<file path="src/rtl/uart_avalon_ctrl.sv">
`default_nettype none
// ============================================================================
// Module   : uart_avalon_ctrl
// Purpose  : Avalon-MM slave that fronts the UART core. Holds the TX and RX
//            FIFOs, the clk_gen baud divisor, control enables, sticky error
//            flags and a registered level interrupt.
// Ports    : clk, reset_n          - clock, async active-low reset
//            avs_*                 - Avalon-MM slave (read latency 1)
//            irq                   - registered level interrupt
//            clk_div               - baud divisor to clk_gen
//            tx_valid/tx_data/tx_ready/tx_done - core transmit handshake
//            rx_data/rx_done       - core receive strobe
// Revision : 1.0 - initial release
// ============================================================================
module uart_avalon_ctrl #(
  parameter int               TX_DEPTH = 16,
  parameter int               RX_DEPTH = 16,
  parameter int               DIV_W    = 16,
  parameter logic [DIV_W-1:0] DIV_RST  = 16'd434
) (
  input  logic             clk,
  input  logic             reset_n,
  input  logic [1:0]       avs_address,
  input  logic             avs_read,
  input  logic             avs_write,
  input  logic [31:0]      avs_writedata,
  output logic [31:0]      avs_readdata,
  output logic             irq,
  output logic [DIV_W-1:0] clk_div,
  output logic             tx_valid,
  output logic [7:0]       tx_data,
  input  logic             tx_ready,
  input  logic             tx_done,
  input  logic [7:0]       rx_data,
  input  logic             rx_done
);

  localparam int TPW = $clog2(TX_DEPTH);
  localparam int RPW = $clog2(RX_DEPTH);
  localparam int TLW = TPW + 1;
  localparam int RLW = RPW + 1;

  // ---------------- state ----------------
  logic [7:0]       tx_mem_q [TX_DEPTH];
  logic [7:0]       rx_mem_q [RX_DEPTH];
  logic [TPW-1:0]   tx_wp_q, tx_rp_q, tx_wp_d, tx_rp_d;
  logic [RPW-1:0]   rx_wp_q, rx_rp_q, rx_wp_d, rx_rp_d;
  logic [TLW-1:0]   tx_lvl_q, tx_lvl_d;
  logic [RLW-1:0]   rx_lvl_q, rx_lvl_d;
  logic             tx_ovf_q, rx_ovr_q, tx_busy_q, irq_q, irq_d;
  logic [4:0]       ctrl_q;
  logic [DIV_W-1:0] div_q;
  logic [31:0]      rdata_q, rdata_d;

  // ---------------- bus decode ----------------
  logic wr_data, wr_status, wr_div, wr_ctrl, rd_strobe, rd_data;
  assign wr_data   = avs_write && (avs_address == 2'd0);
  assign wr_status = avs_write && (avs_address == 2'd1);
  assign wr_div    = avs_write && (avs_address == 2'd2);
  assign wr_ctrl   = avs_write && (avs_address == 2'd3);
  // A write on the same cycle as a read takes priority; the read is ignored.
  assign rd_strobe = avs_read && !avs_write;
  assign rd_data   = rd_strobe && (avs_address == 2'd0);

  // Upper write-data bits have no destination in this register map.
  logic unused_wdata;
  assign unused_wdata = ^avs_writedata;

  // ---------------- FIFO flags and handshakes ----------------
  logic tx_empty, tx_full, rx_empty, rx_full;
  logic tx_pop, tx_push, tx_flush, rx_req, rx_pop, rx_push, rx_flush;

  assign tx_empty = (tx_lvl_q == '0);
  assign tx_full  = (tx_lvl_q == TLW'(TX_DEPTH));
  assign rx_empty = (rx_lvl_q == '0);
  assign rx_full  = (rx_lvl_q == RLW'(RX_DEPTH));

  assign tx_valid = ctrl_q[0] && !tx_empty;
  assign tx_pop   = tx_valid && tx_ready;
  // A same-cycle pop frees a slot, so a push into a full FIFO still lands.
  assign tx_push  = wr_data && (!tx_full || tx_pop);
  assign tx_flush = wr_ctrl && avs_writedata[5];

  assign rx_req   = rx_done && ctrl_q[1];
  assign rx_pop   = rd_data && !rx_empty;
  assign rx_push  = rx_req && (!rx_full || rx_pop);
  assign rx_flush = wr_ctrl && avs_writedata[6];

  // Show-ahead head byte; forced to zero while the FIFO is empty.
  assign tx_data = tx_empty ? 8'h00 : tx_mem_q[tx_rp_q];

  // ---------------- pointer / level next state ----------------
  always_comb begin
    tx_wp_d  = tx_push ? tx_wp_q + TPW'(1) : tx_wp_q;
    tx_rp_d  = tx_pop  ? tx_rp_q + TPW'(1) : tx_rp_q;
    tx_lvl_d = tx_lvl_q;
    if (tx_push && !tx_pop)      tx_lvl_d = tx_lvl_q + TLW'(1);
    else if (!tx_push && tx_pop) tx_lvl_d = tx_lvl_q - TLW'(1);
    // Flush overrides any push or pop in the same cycle.
    if (tx_flush) begin
      tx_wp_d  = '0;
      tx_rp_d  = '0;
      tx_lvl_d = '0;
    end

    rx_wp_d  = rx_push ? rx_wp_q + RPW'(1) : rx_wp_q;
    rx_rp_d  = rx_pop  ? rx_rp_q + RPW'(1) : rx_rp_q;
    rx_lvl_d = rx_lvl_q;
    if (rx_push && !rx_pop)      rx_lvl_d = rx_lvl_q + RLW'(1);
    else if (!rx_push && rx_pop) rx_lvl_d = rx_lvl_q - RLW'(1);
    if (rx_flush) begin
      rx_wp_d  = '0;
      rx_rp_d  = '0;
      rx_lvl_d = '0;
    end
  end

  // ---------------- read mux and interrupt ----------------
  always_comb begin
    rdata_d = '0;
    case (avs_address)
      2'd0: rdata_d = rx_empty ? 32'h0 : {1'b1, 23'b0, rx_mem_q[rx_rp_q]};
      2'd1: begin
        rdata_d[0]     = tx_full;
        rdata_d[1]     = tx_empty;
        rdata_d[2]     = rx_empty;
        rdata_d[3]     = rx_full;
        rdata_d[4]     = rx_ovr_q;
        rdata_d[5]     = tx_ovf_q;
        rdata_d[6]     = tx_empty && !tx_busy_q;
        rdata_d[15:8]  = 8'(tx_lvl_q);
        rdata_d[23:16] = 8'(rx_lvl_q);
      end
      2'd2:    rdata_d = 32'(div_q);
      default: rdata_d = {27'b0, ctrl_q};
    endcase
    irq_d = (ctrl_q[2] && !rx_empty) || (ctrl_q[3] && tx_empty) ||
            (ctrl_q[4] && (rx_ovr_q || tx_ovf_q));
  end

  // ---------------- registers ----------------
  always_ff @(posedge clk or negedge reset_n) begin
    if (!reset_n) begin
      tx_wp_q   <= '0;
      tx_rp_q   <= '0;
      tx_lvl_q  <= '0;
      rx_wp_q   <= '0;
      rx_rp_q   <= '0;
      rx_lvl_q  <= '0;
      tx_ovf_q  <= 1'b0;
      rx_ovr_q  <= 1'b0;
      tx_busy_q <= 1'b0;
      irq_q     <= 1'b0;
      ctrl_q    <= '0;
      div_q     <= DIV_RST;
      rdata_q   <= '0;
    end else begin
      tx_wp_q  <= tx_wp_d;
      tx_rp_q  <= tx_rp_d;
      tx_lvl_q <= tx_lvl_d;
      rx_wp_q  <= rx_wp_d;
      rx_rp_q  <= rx_rp_d;
      rx_lvl_q <= rx_lvl_d;
      // Sticky flags: a new event in the same cycle as a W1C keeps the flag set.
      tx_ovf_q <= (tx_ovf_q && !(wr_status && avs_writedata[5])) ||
                  (wr_data && tx_full && !tx_pop);
      rx_ovr_q <= (rx_ovr_q && !(wr_status && avs_writedata[4])) ||
                  (rx_req && rx_full && !rx_pop);
      if (tx_pop)       tx_busy_q <= 1'b1;
      else if (tx_done) tx_busy_q <= 1'b0;
      irq_q <= irq_d;
      if (wr_ctrl)   ctrl_q  <= avs_writedata[4:0];
      if (wr_div)    div_q   <= avs_writedata[DIV_W-1:0];
      if (rd_strobe) rdata_q <= rdata_d;
    end
  end

  // FIFO storage needs no reset: levels gate every read of it.
  always_ff @(posedge clk) begin
    if (tx_push) tx_mem_q[tx_wp_q] <= avs_writedata[7:0];
    if (rx_push) rx_mem_q[rx_wp_q] <= rx_data;
  end

  assign avs_readdata = rdata_q;
  assign irq          = irq_q;
  assign clk_div      = div_q;

endmodule
`default_nettype wire

</file>
<file path="config.mk">
export PLATFORM = sky130hd
export DESIGN_NAME = uart_avalon_ctrl
export DESIGN_NICKNAME = d
export VERILOG_FILES = /design/src/rtl/uart_avalon_ctrl.sv
export SDC_FILE = /design/constraint.sdc
export NUM_CORES = 1
export LEC_CHECK = 0
export ABC_AREA = 1
export BUFFER_PORTS_ARGS = -buffer_cell sky130_fd_sc_hd__buf_4
export CORE_ASPECT_RATIO = 0.6
export CORE_MARGIN = 5
export CORE_UTILIZATION = 55
export DETAILED_ROUTE_END_ITERATION = 16
export PLACE_DENSITY = 0.74
export RECOVER_POWER = 25
export SETUP_SLACK_MARGIN = 0.15
export SYNTH_ARGS = -nofsm -noshare
export SYNTH_HDL_FRONTEND = slang
export SYNTH_SLANG_ARGS = --single-unit
export TNS_END_PERCENT = 1
</file>
<file path="constraint.sdc">
create_clock -name clk -period 2.9 [get_ports clk]
set_input_delay 0.435 -clock clk [delete_from_list [all_inputs] [get_ports clk]]
set_output_delay 0.435 -clock clk [all_outputs]
set_load 0.05 [all_outputs]
</file>
# --- After elaboration in Yosys (flattened, before gate mapping) ---
# Memory sizes are Yosys's and may differ from the RTL's.
# Cells that the tools add are included.
word_totals:
  register_bits: 83
  latch_bits: 0
  ramBits: 256
  romBits: 0
  inputBits: 49
  output_inout_bits: 58
  wordCells: 113
  memories: 2
memory_table:
  columns: ["memory", "words", "width", "read_ports", "rd_ports_with_merged_regs", "wr", "line", "source"]
  rows:
  - ["rx_mem_q", 16, 8, 1, 0, 1, "45", "logic [7:0] rx_mem_q [RX_DEPTH];"]
  - ["tx_mem_q", 16, 8, 1, 0, 1, "44", "logic [7:0] tx_mem_q [TX_DEPTH];"]
op_classes:
  addsub: 8
  n_mul: 0
  div_mod_pow: 0
  n_lt_le_gt_ge: 0
  eq_ne: 5
  shifts: 0
  muxes: 26
  n_bitwise: 0
  reduce_logical: 59
op_table:
  columns: ["cell", "n"]
  rows:
  - ["$pmux W16 S3", 1]
  - ["$mux W32", 1]
  - ["$mux W4", 8]
  - ["$logic_and A1 B1 Y1", 30]
  - ["$mux W5", 6]
  - ["$pmux W7 S3", 1]
  - ["$add A4 B1 Y4 const B", 4]
  - ["$mux W8", 2]
  - ["$logic_not A1 Y1", 12]
  - ["$add A5 B1 Y5 const B", 2]
  - ["$eq A5 B5 Y1 const B", 2]
  - ["$logic_not A5 Y1", 2]
  - ["$reduce_bool A2 Y1", 5]
  - ["$sub A5 B1 Y5 const B", 2]
  - ["$logic_or A1 B1 Y1", 7]
  - ["$mux W1", 6]
  - ["$reduce_bool A3 Y1", 2]
  - ["$eq A2 B2 Y1 const B", 2]
  - ["$eq A2 B1 Y1 const B", 1]
  - ["$logic_not A2 Y1", 1]
  - ["$pmux W1 S2", 1]

# --- Longest topological paths before layout ---
# Gate-level depths: netlist (run 1).
depth:
  word_depth: 11
  ltp_mapped: 13

# --- Least setup slack after synthesis (run 1) ---
# No wires, ideal clock.
synth_path:
  path_type: "reg2out"
  start: "register tx_rp_q[1]"
  end: "output tx_data[6]"
  arrival_time_ns: 1.883
  required_ns: 2.465
  slack_ns: 0.582
  path_stages_with_launch: 8
  n_path_buf: 2
  path_cell_list: "dfrtp_1 -> inv_2 -> buf_2 -> buf_2 -> o21ai_0 -> o211ai_1 -> nand3_1 -> a21oi_1"
synth_via:
  elab_chain_cells: 2
synth_rtl:
  columns: ["item", "line", "source"]
  rows:
  - ["start: declaration", "46", "logic [TPW-1:0] tx_wp_q, tx_rp_q, tx_wp_d, tx_rp_d;"]
  - ["start signal: assignment", "159", "tx_rp_q <= tx_rp_d;"]
  - ["$mem_v2 Z16 W8", null, null]
  - ["$mux W8", "90", "assign tx_data = tx_empty ? 8'h00 : tx_mem_q[tx_rp_q];"]
  - ["end: declaration", "31", "output logic [7:0] tx_data,"]
# No other way between the ends.

# --- Final worst setup path (run 1) ---
layout_path:
  start: "register tx_rp_q[0]"
  end: "output tx_data[6]"
# Same word-level chain as after synthesis.

==> results.json, run 1 <==
{
  "run_status": "complete, but fails checks",
  "violations": "hold timing",
  "tritoncts": "built",
  "dp.cells": 1717,
  "fin_skew_ps": 22.83,
  "maxCapViolCount": 0,
  "drc": 0,
  "crit_chain": "clkinv_4, buf_12, o21ai_0, o211ai_1, nand3_1, a21oi_1, buf_4",
  "initial_core_util_pct": 56.14,
  "place.port_buffers": 80,
  "globalplace.congestion": 0.8621,
  "start_kind": "flop",
  "p_per_area_nw_per_um2": 936.0,
  "area_growth_pct": 15.18,
  "num_io_pins": 107,
  "drt-initial-drc-count": 1280,
  "setup_violations": 0,
  "timing.hold.ws_ps": -0.4327,
  "max_clock_freq_mhz": 361.4,
  "cts_made_buffers": 31,
  "design_area_um2": 16460,
  "p_leak_nw": 6.560,
  "fin_crit_sh_pct": 95.40,
  "ys_warn_count": 0,
  "path_buf_inv": 3,
  "max_stage_delay_ps": 460,
  "critical_path_class": "flop to primary output",
  "finalSetupTns_ps": 0,
  "final_cell_mix": "291 x nand2_1, 256 x edfxtp_1, 140 x nor2_1",
  "ir_drop_uv": 488.6,
  "min_period_ps": 2767,
  "grt_pass1_vias": 9373,
  "root_buffer": "clkbuf_16",
  "grt_pass1_wl_mm": 54.35,
  "worstHoldPathType": "input port to async pin",
  "syn-instance-count": 1294,
  "via_per_inst": 5.712,
  "dpl-instance-area_um2": 15380,
  "design.die.area_um2": 29410,
  "path_max_fanout": 17,
  "cts_max_level": 1,
  "hold_viol": 3,
  "wirelength_mm": 36.08,
  "avgRoutedWirePerCell_um": 20.30,
  "clk_latency_ps": 570,
  "maxSlewHeadroom_pct": 36.97,
  "cts_buffer_depth": 3,
  "slowest_stage": "dfrtp_2",
  "cts.clk_slew.worst_paths_ps": 70,
  "fin_nets": 1474,
  "crit_required_ps": 2470,
  "synth.distinct_cells": 38,
  "final_cells": 1777,
  "gr-total-overflow": 0,
  "vias": 10150,
  "n_antenna_cell": 0,
  "antenna_found_initial": 1,
  "clock-sinks": 329,
  "first_pass_iters": 6,
  "rows": 45,
  "detail-route-antenna-nets": 0,
  "groute.usage.overall_pct": 23.95,
  "coreArea_um2": 25450,
  "fp.dieW_um": 218.1,
  "pre_cts_slack_ps": 438.4,
  "cp.arrival_ps": 2330,
  "synthArstFlopShare_pct": 22.19,
  "final_layout_size_suffix_gt1_share_pct": 15.86,
  "rsz0062_at_grt": "true",
  "die_y_um": 134.8,
  "ys_seq_elements": 329,
  "drv_slew": 0,
  "tightest_slew_ps": 945.4,
  "synth_ff_type": "edfxtp_1",
  "synth_area_per_cell_um2": 11.04,
  "synth-edff-count": 256,
  "grt_max_degree": 74,
  "path_delay_family": "compound AO/OA/AOI/OAI gates",
  "syn_area_um2": 14290,
  "layout_commonest_cell": "nand2_1",
  "fin_ws_ps": 133.4,
  "yosysSeqAreaShare_pct": 66.63,
  "endpoint_kind": "primary output",
  "dp_hpwl_mm": 23.43
}
-- metal layers --
metal	global-route usage (%)	vias up	routed length, um
li1	-	4667	-
met1	38.71	4858	15950
met2	32.74	565	14560
met3	6.408	60	4756
met4	4.705	0	800
met5	0	-	0
-- path summary, 6_finish.rpt --
path	end	cells past startpoint	from	slack (ps)
worst max-delay path	tx_data[6]	7	tx_rp_q[0]	130
worst min-delay path	tx_lvl_q[0]	1	reset_n	-0.4
worst min register to register	avs_readdata[6]	2	avs_readdata[6]	490
worst max register to register	rx_lvl_q[4]	12	rx_lvl_q[1]	430
min in group clk	tx_busy_q	2	tx_done	80
max in group asynchronous	rx_rp_q[0]	1	reset_n	2210
-- metrics by stage --
stage	total power [mW]	hold WS [ps]	util [%]
global route	16.17	74.05	64.67
finish	15.40	-0.4327	64.67
detailed placement	11.17	474.1	60.43
floorplan	9.587	139.4	-
global placement	11.05	466.3	60.43
CTS	15.18	44.83	64.46
-- cell families after synthesis --
group,share of synthesized area (%)
AOI/OAI and AO/OA,7.094
xor gates and xnor gates,0.6743
adders and majority gates,2.207
buffers and inverters,5.079
DFF,66.63
muxes,0.7094
other,0.02625
and+or+nand+nor,17.58
-- synth_stat cells, types with 2 or more instances --
master	instances	area, um2
edfxtp_1	256	7687
nor2_1	140	525.5
clkinv_1	4	15.01
ha_1	22	275.3
nand4_1	10	62.56
a21oi_1	22	110.1
inv_1	65	244.0
nand2_2	6	37.54
a21oi_2	3	26.28
o21ai_1	34	170.2
nand3_1	135	675.7
clkbuf_1	13	48.80
buf_1	3	11.26
a211oi_1	4	30.03
buf_2	27	135.1
fa_1	2	40.04
buf_4	20	150.1
o21ai_0	70	350.3
nand4_2	2	25.02
buf_6	5	56.30
nand3_4	4	70.07
xor2_1	10	87.58
dfrtp_1	68	1702
nor2_2	2	12.51
mux2_2	9	101.4
o221ai_1	8	70.07
inv_2	16	60.06
nand2_1	291	1092
o211ai_1	30	225.2
dfstp_2	5	131.4
-- final cells by class --
class,count,area [um2]
inverters,85,326.6
repair buffers,134,1067
clock buffers,36,834.6
clock inverters,21,183.9
well taps,352,440.4
fillers,1893,8992
flip-flops and latches,329,9523
multi-input cells,820,4081
-- where the power goes --
group	leakage [nW]	switching (mW)	internal [mW]	total [mW]
combinational	2.84	3.87	1.74	5.61
clock	0.491	1.77	2.25	4.02
sequential	3.23	0.316	5.46	5.78
-- what timing repair did --
action / CTS / global route
setup endpoints to repair: 3 / 8
pin swaps: 0 / 3
gates resized for setup: 2 / 9
gates cloned: 0 / 3
hold buffers: 0 / 0
buffers inserted: 0 / 0
-- flip-flops by register name, summed over array words and instances (netlist names) --
register	cells
avs_readdata	22
clk_div	16
ctrl_q	5
irq	1
rx_lvl_q	5
rx_mem_q	128
rx_ovr_q	1
rx_rp_q	4
rx_wp_q	4
tx_busy_q	1
tx_lvl_q	5
tx_mem_q	128
tx_ovf_q	1
tx_rp_q	4
tx_wp_q	4
No activity file was read; power rests on OpenSTA's default activity.
==> inputs of run 2 (changes only) <==
--- a/config.mk
+++ b/config.mk
@@ -10,9 +10,11 @@
 export CORE_ASPECT_RATIO = 0.6
 export CORE_MARGIN = 5
 export CORE_UTILIZATION = 55
+export CTS_CLUSTER_SIZE = 8
 export DETAILED_ROUTE_END_ITERATION = 16
 export PLACE_DENSITY = 0.74
 export RECOVER_POWER = 25
+export REMOVE_ABC_BUFFERS = 1
 export SETUP_SLACK_MARGIN = 0.15
 export SYNTH_ARGS = -nofsm -noshare
 export SYNTH_HDL_FRONTEND = slang
==> run 2 against run 1 <==
The run now ends clean. Final cell count increased by 1.3%. Worst setup slack improved by 51 ps. First-iteration DRC count decreased by 1.0%. Routed wire length decreased by 1.4%. Clock power increased by 23%. Critical endpoint unchanged. Largest cell class unchanged. Largest power group unchanged.
==> results.json, run 2 (synthesis results as in run 1) <==
{
  "fin_skew_ps": 28.98,
  "grt_max_degree": 74,
  "met1_length_mm": 16.08,
  "top_layer_used": "met4",
  "design.die.area_um2": 29410,
  "drc": 0,
  "avgRoutedWirePerCell_um": 19.75,
  "cts_hold_buf": 0,
  "nFillCells": 1933,
  "max_stage_delay_ps": 500,
  "start_kind": "flop",
  "root_buffer": "clkbuf_16",
  "n_antenna_cell": 0,
  "path_depth": 7,
  "vias": 10140,
  "crit_required_ps": 2470,
  "initial_core_util_pct": 56.14,
  "path_delay_family": "buffers and inverters",
  "run_status": "complete, no violations",
  "cp.arrival_ps": 2280,
  "crit_chain": "buf_4, clkbuf_16, nor2_1, o221ai_1, nand3_1, a21oi_1, buf_4",
  "rr_worst_depth": 12,
  "num_io_pins": 107,
  "dp.cells": 1717,
  "wl_met2_mm": 14.48,
  "coreArea_um2": 25450,
  "area_growth_pct": 17.20,
  "clock-sinks": 329,
  "first_pass_iters": 5,
  "cpMostUsedCell": "buf_4",
  "final_layout_size_suffix_gt1_share_pct": 15.19,
  "final_cell_mix": "291 x nand2_1, 256 x edfxtp_1, 140 x nor2_1",
  "cts_made_buffers": 47,
  "maxSlewHeadroom_pct": 31.86,
  "cts.clk_slew.worst_paths_ps": 50,
  "fin_ws_ps": 184.1,
  "hold_viol": 0,
  "timing.hold.ws_ps": 14.84,
  "p_per_area_nw_per_um2": 968.3,
  "detail-route-antenna-nets": 0,
  "wirelength_mm": 35.56,
  "tightest_slew_ps": 1022,
  "min_period_ps": 2716,
  "rows": 45,
  "groute.usage.overall_pct": 24.00,
  "path_buf_inv": 3,
  "layout_commonest_cell": "nand2_1",
  "cts_buffer_depth": 3,
  "setup_violations": 0,
  "antenna_found_initial": 0,
  "drt-initial-drc-count": 1267,
  "p_leak_nw": 6.690,
  "pre_cts_slack_ps": 492.4,
  "slowest_stage": "dfrtp_2",
  "multiInputGateArea_um2": 4083,
  "rsz0062_at_grt": "true",
  "globalplace.congestion": 0.8905,
  "grt_pass1_wl_mm": 54.34,
  "ir_drop_uv": 586.0,
  "fp.dieW_um": 218.1,
  "endpoint_kind": "primary output",
  "final_cells": 1800,
  "worstHoldPathType": "input port to async pin",
  "wl_met3_mm": 4.374,
  "fin_nets": 1490,
  "fin_crit_sh_pct": 93.65,
  "die_y_um": 134.8,
  "drv_slew": 0,
  "max_clock_freq_mhz": 368.2,
  "tritoncts": "built",
  "via_per_inst": 5.636,
  "place.port_buffers": 80,
  "dp_hpwl_mm": 22.98,
  "cts_max_level": 2,
  "clk_latency_ps": 550,
  "seqCellArea_um2": 9523,
  "critical_path_class": "flop to primary output",
  "maxCapViolCount": 0,
  "gr-total-overflow": 0,
  "path_max_fanout": 17,
  "grt_pass1_vias": 9514
}
==> run 2: cell count changes in the layout (fill, tap and decap cells not counted), moves of 3 or more <==
cell,previous run,this run
clkbuf_1,15,46
clkbuf_16,34,49
clkbuf_8,4,0
clkinv_2,8,0
clkinv_4,4,1
clkinvlp_4,6,0
==> run 2: area by class of cell <==
cell class,instances,area share (%)
Clock inverter,3,0.2242
Timing Repair Buffer,134,6.202
Clock buffer,77,7.696
Multi-Input combinational cell,820,24.38
Inverter,85,1.995
Tap cell,352,2.630
Sequential cell,329,56.87
==> run 2: per-layer routing <==
metal	track usage, %	vias up
met5	0	-
met4	5.891	0
met2	32.58	529
met3	7.215	45
met1	37.89	4864
li1	-	4706
==> run 2: what timing repair did <==
| item | 4_1_cts | 5_1_grt |
|---|---|---|
| endpoints found under the setup margin | 8 | 8 |
| buffers inserted | 0 | 1 |
| gates resized for setup | 5 | 10 |
| hold endpoints to repair | 0 | 0 |
| gates cloned | 0 | 2 |
==> run 2: final timing paths <==
path | startpoint | endpoint | slack, ps
setup / recovery | tx_rp_q[0] | tx_data[6] | 180
hold / removal | reset_n | avs_readdata[19] | 10
setup reg to reg | rx_lvl_q[1] | rx_lvl_q[4] | 530
hold reg to reg | ctrl_q[3] | ctrl_q[3] | 490
max in group asynchronous | reset_n | tx_rp_q[0] | 2210
min in group clk | tx_done | tx_busy_q | 120
==> run 2: per-stage QoR <==
step           util, %  TNS [ps]  instance area, um2  power, mW
2_1_floorplan        -     -2990               13910      9.273
3_3_place_gp     60.38         0               15370      10.96
3_5_place_dp     60.38         0               15370      11.08
4_1_cts          65.65         0               16710      16.08
5_1_grt          65.80         0               16740      17.08
6_report         65.80         0               16740      16.21
==> run 2: power by group <==
| part | switching [mW] | internal (mW) |
|---|---|---|
| sequential | 0.331 | 5.47 |
| combinational | 3.75 | 1.72 |
| clock | 1.93 | 3.01 |
